==> config.mk <==
export PLATFORM = sky130hd
export DESIGN_NAME = ad7671_scan_sequencer
export DESIGN_NICKNAME = d
export VERILOG_FILES = /design/src/rtl/ad7671_scan_sequencer.sv
export SDC_FILE = /design/constraint.sdc
export NUM_CORES = 1
export LEC_CHECK = 0
export BUFFER_PORTS_ARGS = -buffer_cell sky130_fd_sc_hd__buf_2
export CAP_MARGIN = 20
export CORE_ASPECT_RATIO = 0.8
export CORE_UTILIZATION = 57
export DETAILED_ROUTE_END_ITERATION = 12
export GPL_TIMING_DRIVEN = 0
export PLACE_DENSITY = 0.79
export SLEW_MARGIN = 20
export SYNTH_ARGS = -nofsm -noshare
export SYNTH_HDL_FRONTEND = slang
export SYNTH_SLANG_ARGS = --single-unit
==> constraint.sdc <==
create_clock -name clk_i -period 3.2 [get_ports clk_i]
set_input_delay 0.32 -clock clk_i [delete_from_list [all_inputs] [get_ports clk_i]]
set_output_delay 0.32 -clock clk_i [all_outputs]
set_load 0.05 [all_outputs]
==> src/rtl/ad7671_scan_sequencer.sv <==
// Autonomous conversion sequencer for the four-chip AD7671 front end.
// Settles the ADG408 mux, fires a shared conversion, waits for every BUSY to
// drop, then reads U1..U4 off the shared data bus and publishes a 64-bit frame.
module ad7671_scan_sequencer #(
    parameter int unsigned SETTLE_CYC  = 16,
    parameter int unsigned CNV_LOW_CYC = 2,
    parameter int unsigned RD_LOW_CYC  = 3,
    parameter int unsigned BUSY_TMO    = 255
) (
    input  logic        clk_i,
    input  logic        rst_ni,
    input  logic        start_i,
    input  logic        cont_i,
    input  logic        auto_inc_i,
    input  logic [2:0]  chan_sel_i,
    input  logic        err_clr_i,
    input  logic [3:0]  busy_i,
    input  logic [15:0] adc_d_i,
    output logic [2:0]  mux_a_o,
    output logic        cnvst_n_o,
    output logic [3:0]  rd_n_o,
    output logic [63:0] data_out_o,
    output logic        data_valid_o,
    output logic [7:0]  frame_cnt_o,
    output logic        active_o,
    output logic        timeout_err_o
);

    localparam int unsigned CntW = 16;
    localparam logic [CntW-1:0] SettleLast = CntW'(SETTLE_CYC - 1);
    localparam logic [CntW-1:0] CnvLast    = CntW'(CNV_LOW_CYC - 1);
    localparam logic [CntW-1:0] RdLast     = CntW'(RD_LOW_CYC - 1);
    localparam logic [CntW-1:0] RdGap      = CntW'(RD_LOW_CYC);
    localparam logic [CntW-1:0] TmoLast    = CntW'(BUSY_TMO - 1);
    // Two synchronizer stages plus one cycle so a late BUSY rise is not missed.
    localparam logic [CntW-1:0] WaitLast   = CntW'(2);

    typedef enum logic [2:0] {
        StIdle,
        StSettle,
        StCnv,
        StWait,
        StRead,
        StDone
    } state_e;

    state_e          state_q, state_d;
    logic [CntW-1:0] cnt_q, cnt_d;
    logic [CntW-1:0] tmo_q, tmo_d;
    logic [1:0]      idx_q, idx_d;
    logic [3:0]      busy_s1_q, sbusy_q;
    logic [63:0]     shadow_q, shadow_d;
    logic [63:0]     data_out_q, data_out_d;
    logic [2:0]      mux_q, mux_d;
    logic [7:0]      frame_q, frame_d;
    logic            err_q, err_d;
    logic            cnvst_n_q, cnvst_n_d;
    logic [3:0]      rd_n_q, rd_n_d;
    logic            dv_q, dv_d;

    // Bring the asynchronous BUSY lines into the clock domain.
    always_ff @(posedge clk_i or negedge rst_ni) begin
        if (!rst_ni) begin
            busy_s1_q <= '0;
            sbusy_q   <= '0;
        end else begin
            busy_s1_q <= busy_i;
            sbusy_q   <= busy_s1_q;
        end
    end

    // State, counters and registered (glitch-free) strobes.
    always_ff @(posedge clk_i or negedge rst_ni) begin
        if (!rst_ni) begin
            state_q    <= StIdle;
            cnt_q      <= '0;
            tmo_q      <= '0;
            idx_q      <= '0;
            shadow_q   <= '0;
            data_out_q <= '0;
            mux_q      <= '0;
            frame_q    <= '0;
            err_q      <= 1'b0;
            cnvst_n_q  <= 1'b1;
            rd_n_q     <= 4'hF;
            dv_q       <= 1'b0;
        end else begin
            state_q    <= state_d;
            cnt_q      <= cnt_d;
            tmo_q      <= tmo_d;
            idx_q      <= idx_d;
            shadow_q   <= shadow_d;
            data_out_q <= data_out_d;
            mux_q      <= mux_d;
            frame_q    <= frame_d;
            err_q      <= err_d;
            cnvst_n_q  <= cnvst_n_d;
            rd_n_q     <= rd_n_d;
            dv_q       <= dv_d;
        end
    end

    // Frame sequencing; strobes are decoded from the next state so they leave a flop.
    always_comb begin
        state_d    = state_q;
        cnt_d      = cnt_q + 1'b1;
        tmo_d      = tmo_q;
        idx_d      = idx_q;
        shadow_d   = shadow_q;
        data_out_d = data_out_q;
        mux_d      = mux_q;
        frame_d    = frame_q;
        err_d      = err_q & ~err_clr_i;

        unique case (state_q)
            StIdle: begin
                cnt_d = '0;
                if (start_i) begin
                    mux_d   = chan_sel_i;
                    state_d = StSettle;
                end
            end
            StSettle: begin
                if (cnt_q == SettleLast) begin
                    state_d = StCnv;
                    cnt_d   = '0;
                    tmo_d   = '0;
                end
            end
            StCnv: begin
                tmo_d = tmo_q + 1'b1;
                if (cnt_q == CnvLast) begin
                    state_d = StWait;
                    cnt_d   = '0;
                end
            end
            StWait: begin
                tmo_d = tmo_q + 1'b1;
                if (cnt_q >= WaitLast) begin
                    cnt_d = cnt_q;
                end
                if (cnt_q >= WaitLast && sbusy_q == 4'b0000) begin
                    state_d = StRead;
                    cnt_d   = '0;
                    idx_d   = '0;
                end else if (tmo_q == TmoLast) begin
                    // A timeout wins over a simultaneous err_clr.
                    state_d = StIdle;
                    cnt_d   = '0;
                    err_d   = 1'b1;
                end
            end
            StRead: begin
                if (cnt_q == RdLast) begin
                    shadow_d[{idx_q, 4'b0000} +: 16] = adc_d_i;
                end
                if (cnt_q == RdGap) begin
                    cnt_d = '0;
                    if (idx_q == 2'd3) begin
                        state_d    = StDone;
                        data_out_d = shadow_q;
                        frame_d    = frame_q + 8'd1;
                        if (auto_inc_i) begin
                            mux_d = mux_q + 3'd1;
                        end
                    end else begin
                        idx_d = idx_q + 2'd1;
                    end
                end
            end
            StDone: begin
                cnt_d   = '0;
                state_d = cont_i ? StSettle : StIdle;
            end
            default: begin
                state_d = StIdle;
                cnt_d   = '0;
            end
        endcase

        cnvst_n_d = (state_d != StCnv);
        rd_n_d    = 4'hF;
        if (state_d == StRead && cnt_d < RdGap) begin
            rd_n_d[idx_d] = 1'b0;
        end
        dv_d = (state_d == StDone);
    end

    assign mux_a_o       = mux_q;
    assign cnvst_n_o     = cnvst_n_q;
    assign rd_n_o        = rd_n_q;
    assign data_out_o    = data_out_q;
    assign data_valid_o  = dv_q;
    assign frame_cnt_o   = frame_q;
    assign active_o      = (state_q != StIdle);
    assign timeout_err_o = err_q;

endmodule

# After elaboration in Yosys (flattened, before gate mapping)
# Cells that the tools add are included.
# totals
reg_bits,191
input_bits,29
out_inout_bits,83
elab_cells,95
# classes
add_sub_neg,6
magnitude_cmp,4
n_eq_ne,19
shift,2
mux,34
bitwise,3
n_reduce_logical,13
# ops
cell,count
2-to-1 mux 16 bit,7
bitwise mux 64 bit,1
one-hot mux 16 bit (4 select lines),1
variable shift 16 x 8 -> 64 bit (first input constant),1
indexed part select 16 x 8 -> 64 bit,1
2-to-1 mux 3 bit,11
adder 16 x 1 -> 16 bit (second input constant),2
== test 16 x 2 -> 1 bit (second input constant),2
one-hot mux 16 bit (2 select lines),1
one-hot mux 3 bit (6 select lines),1
== test 16 x 1 -> 1 bit (second input constant),1
== test 16 x 4 -> 1 bit (second input constant),1
== test 16 x 8 -> 1 bit (second input constant),1
>= comparator 16 x 2 -> 1 bit (second input constant),1
less-than comparator 16 x 2 -> 1 bit (second input constant),1
== test 3 bit (second input constant),4
inequality test 2 bit (second input constant),5
adder 8 x 1 -> 8 bit (second input constant),1
negator 6 -> 8 bit,1
== test 3 x 2 -> 1 bit (second input constant),2
2-to-1 mux 2 bit,3
one-hot mux 3 bit (2 select lines),1
2-to-1 mux 1 bit,5
AND reduction 5 bit,1
other kinds (21),25

# Longest topological paths before layout
# depth
ltp_word,10
mapped_depth,11

# Worst setup path after synthesis
# No wires, ideal clock.
# synth_path
path_kind,reg-to-reg
from,register cnt_q[0]
to,"register rd_n_q[2], in the netlist rd_n_o[2]"
setup_time_ns,0.097
arrival_time_ns,2.488
required_ns,3.103
path_slack_ns,0.615
stages_incl_launch_ff,10
synth_period_minus_slack_ns,2.585
cell_sequence,dfrtp_1 ha_1 clkbuf_1 and3_1 a41oi_2 or4_1 nor3b_2 o31ai_1 nor4b_4 nand4b_1
# synth_via
elab_chain_cells,10
word_cells_on_any_way,31
classes_between,1 x add/sub; 4 x order compare; 4 x eq/ne; 18 x mux; 1 x bitwise; 3 x reduce/logical
# synth_rtl
item,line_no,source
start: declaration,48,"logic [CntW-1:0] cnt_q, cnt_d;"
start signal: assignment,89,cnt_q <= cnt_d;
"parallel branches: the longest is 9 deep, another holds adder 16 x 1 -> 16 bit",--,
2-to-1 mux 4 bit *,183,if (state_d == StRead && cnt_d < RdGap) begin
named net rd_n_d[2],58,"logic [3:0] rd_n_q, rd_n_d;"
end signal: assignment,98,rd_n_q <= rd_n_d;
end: declaration,58,
# Mark *: on every way through the listed nets, which the timed path passes.
# A chain may end at the register's enable or synchronous reset.

# Worst setup path in the final report
# layout_path
from,register cnt_q[4]
to,"register data_out_q[53], in the netlist data_out_o[53]"
# layout_via
elab_chain_cells,2
# layout_rtl
item,line_no,source
== test 16 x 2 -> 1 bit,157,if (cnt_q == RdGap) begin
AND reduction 3 bit (no line),--,
end signal: assignment,93,data_out_q <= data_out_d;
end: declaration,53,"logic [63:0] data_out_q, data_out_d;"
# Every way passes these cells.

==> results.json <==
{
  "asyncSetResetFlopFracSynth_pct": 100.0,
  "antenna_left": 0,
  "synth-seq-cells": 191,
  "slowest_delay_ns": 0.40,
  "start_util_pct": 58.16,
  "postCtsSetupRepairBufs": 0,
  "p_seq_share_pct": 46.1,
  "grt_pass1_vias": 5896,
  "detail_route.wl_per_cell_um": 16.91,
  "r2r_start": "cnt_q[4]",
  "min_from": "err_clr_i",
  "peakVddDrop_mv": 0.4617,
  "combPwrFrac_pct": 17.2,
  "setup_viol": 0,
  "swShare_pct": 30.77,
  "use_met2_pct": 38.07,
  "gp_congestion": 0.8961,
  "worstPathMaxFanout": 10,
  "synth_seq_area_share_pct": 57.75,
  "dieArea_mm2": 0.01503,
  "grt_pass1_wl_um": 29660,
  "clkLatencyLatePin_ns": 0.44,
  "dp_cells": 1066,
  "dpl-instance-area_mm2": 0.009110,
  "nFillCells": 1046,
  "synth_top_area_cell": "dfrtp_1",
  "synth_top_area_share_pct": 56.17,
  "port-buffer-count": 111,
  "netlist_area_mm2": 0.008287,
  "synth_nets": 813,
  "synth-main-ff-cell": "dfrtp_1",
  "design_area_mm2": 0.009751,
  "cts_tree": "done",
  "final_max_slew_viol_count": 0,
  "clk_pin_slew_ns": 0.07,
  "ff2ff_path_depth": 8,
  "layout.nets": 948,
  "cpMaxStageDelayCell": "nor4_4",
  "powerDensity_mw_per_mm2": 579.5,
  "layoutNonFillerInstCount": 1102,
  "worstSetupPathType": "reg -> reg",
  "status": "complete, no violations",
  "cts.htree.levels": 4,
  "hold_path.class": "in -> reg",
  "arrival_ns": 3.32,
  "clockBufferDepth": 2,
  "switching_power_w": 0.001739,
  "clkPwrFrac_pct": 36.7,
  "cts-root-buf": "clkbuf_16",
  "p_int_w": 0.003912,
  "io_pins": 112,
  "fin_crit_sh_pct": 93.66,
  "fin_util_pct": 68.43,
  "rsz0062_at_grt": "no",
  "synthCells": 770,
  "numCtsBuffers": 17,
  "avgSynthCellArea_um2": 10.76,
  "ys_warn_count": 0,
  "layout_min_cycle_time_ns": 2.997,
  "ys_types": 55,
  "hold_violations": 0,
  "grt.met3_usage_pct": 6.685,
  "grt_use_met1_pct": 38.15,
  "cts_sinks": 191,
  "hpwlAfterDp_um": 13080,
  "required_ns": 3.52,
  "regToRegEndpoint": "data_out_o[53]",
  "p_leak_nw": 4.882,
  "route.detailed.drc": 0,
  "die_w_um": 136.8,
  "route.detailed.vias_per_inst": 5.662,
  "synth_edf_count": 0,
  "finClkSkew_ns": 0.006046,
  "vias": 6240,
  "ys_top_cells_by_area": "dfrtp_1 (56%), mux2_2 (8.8%), nand2_1 (7.7%)",
  "hold_end": "timeout_err_o",
  "worstPathCellList": "buf_4 > nor4_4 > and4_1 > and4_1 > clkbuf_1 > buf_2 > buf_2 > mux2_2",
  "min_path_cells": 2,
  "gr-total-overflow": 0,
  "drtIter0Drc": 607,
  "slew-limit-headroom_pct": 37.55,
  "fmax_ghz": 0.3336,
  "rows": 39,
  "track_usage_pct": 26.15,
  "crit_start": "cnt_q[4]",
  "rrSetupSlack_ns": 0.20,
  "drt_first_pass_iters": 5,
  "syn2layout_area_growth_pct": 17.67,
  "fp.dieH_um": 109.8,
  "wl_um": 18640,
  "tightest_slew_ns": 0.9348,
  "end_kind": "register",
  "drv_cap": 0,
  "grt_antenna_before_repair": 1,
  "start_kind": "register",
  "drive_gt1_share_pct": 25.95,
  "grt_max_degree": 101,
  "top_usage_layer": "met1",
  "core_area_mm2": 0.01425
}
==> routing by layer <==
| layer | vias to the layer above | part of all wire (%) | wire length (um) |
|---|---|---|---|
| li1 | 2936 | - | - |
| met1 | 3067 | 48 | 8880 |
| met2 | 201 | 44 | 8145 |
| met3 | 36 | 6.8 | 1266 |
| met4 | 0 | 1.8 | 344 |
| met5 | - | 0 | 0 |
==> logic make-up after synthesis <==
group / Yosys count / synth area share, %
simple gates: 293 / 17.24
fa+ha+maj: 14 / 2.114
buf+inv: 52 / 2.567
flops: 191 / 57.75
compound gates: 135 / 9.377
xor+xnor: 20 / 2.114
mux: 65 / 8.833
==> Yosys cell counts, drive strengths merged (7+ instances only) <==
cell type    n
ha          14
nor2        32
xnor2        8
and2         7
nor3         9
o21ai       90
inv         13
buf         16
dfrtp      186
nand3       15
nand4       14
clkbuf      23
xor2        12
mux2        65
nand2      169
and3         7
a21oi       10
a31oi        9
==> area by class of cell <==
| cell class | count | area [um^2] | area share, % |
|---|---|---|---|
| Clock buffer | 17 | 425.4 | 4.363 |
| Antenna cell | 1 | 2.502 | 0.02566 |
| Clock inverter | 14 | 155.1 | 1.591 |
| Timing Repair Buffer | 117 | 643.1 | 6.596 |
| Sequential cell | 191 | 4786 | 49.08 |
| Buffer | 38 | 161.4 | 1.655 |
| Tap cell | 184 | 230.2 | 2.361 |
| Inverter | 13 | 48.80 | 0.5004 |
| Multi-Input combinational cell | 527 | 3298 | 33.83 |
==> worst max-delay path, delay by kind of cell (launching register included) <==
| kind | cells | cell delay [ns] |
|---|---|---|
| multiplexers | 1 | 0.37 |
| buffers and inverters | 4 | 1.25 |
| flip-flops | 1 | 0.36 |
| AND/OR/NAND/NOR | 3 | 0.89 |
==> flip-flops by register name (all words and copies together), names as in the netlist <==
signal / flops
busy_s1_q: 4
tmo_q: 16
data_out_o: 64
shadow_q: 64
frame_cnt_o: 8
timeout_err_o: 1
state_q: 3
sbusy_q: 4
data_valid_o: 1
mux_a_o: 3
cnt_q: 16
cnvst_n_o: 1
rd_n_o: 4
idx_q: 2
==> metrics by stage <==
step	worst slack [ns]	total power (W)	hold slack, ns	setup TNS [ns]
2_1_floorplan	0.6153	0.003274	0.02441	0
3_3_place_gp	-1.230	0.003556	0.3321	-225.83
4_1_cts	0.04655	0.005640	0.07736	0
6_report	0.2028	0.005651	0.08052	0
3_5_place_dp	0.06893	0.003581	0.3347	0
5_1_grt	0.06975	0.005881	0.09674	0
==> how the worst max path moves through the flow <==
stage | endpoint | cells past startpoint | slack, ns
after floorplan | rd_n_o[2] | 9 | 0.62
after global placement | cnt_q[15] | 1 | -1.23
after detailed placement | rd_n_o[3] | 10 | 0.07
after CTS | rd_n_o[3] | 10 | 0.05
after global routing | data_out_o[47] | 8 | 0.07
final | data_out_o[53] | 8 | 0.20
==> power groups by stage <==
stage	registers [W]	clock network, W	logic, W
finish	0.00260	0.00207	0.000973
global route	0.00262	0.00218	0.00108
CTS	0.00260	0.00209	0.000945
detailed placement	0.00265	0	0.000934
global placement	0.00265	0	0.000910
floorplan	0.00270	0	0.000577
==> cells in the final DEF (no fill, tap or decap), types with 5 or more instances in the layout <==
cell type        n
a21oi_1         10
a31oi_1          9
and2_1           5
and3_1           7
buf_2          121
clkbuf_1        21
clkbuf_16       17
dfrtp_1        186
dfstp_2          5
dlygate4sd3_1    5
ha_1            13
inv_1           13
mux2_2          65
nand2_1        169
nand3_1         15
nand4_1         14
nor2_1          32
nor3_1           9
o21ai_0         87
o31ai_1          5
or3_1            6
xnor2_1          8
xor2_1          12
==> timing repair <==
item	in CTS	in global routing
setup endpoints to repair	0	5
gates resized for setup	0	4
endpoints found under the hold margin	94	0
hold buffers	5	0
(Power assumes the default switching activity.)
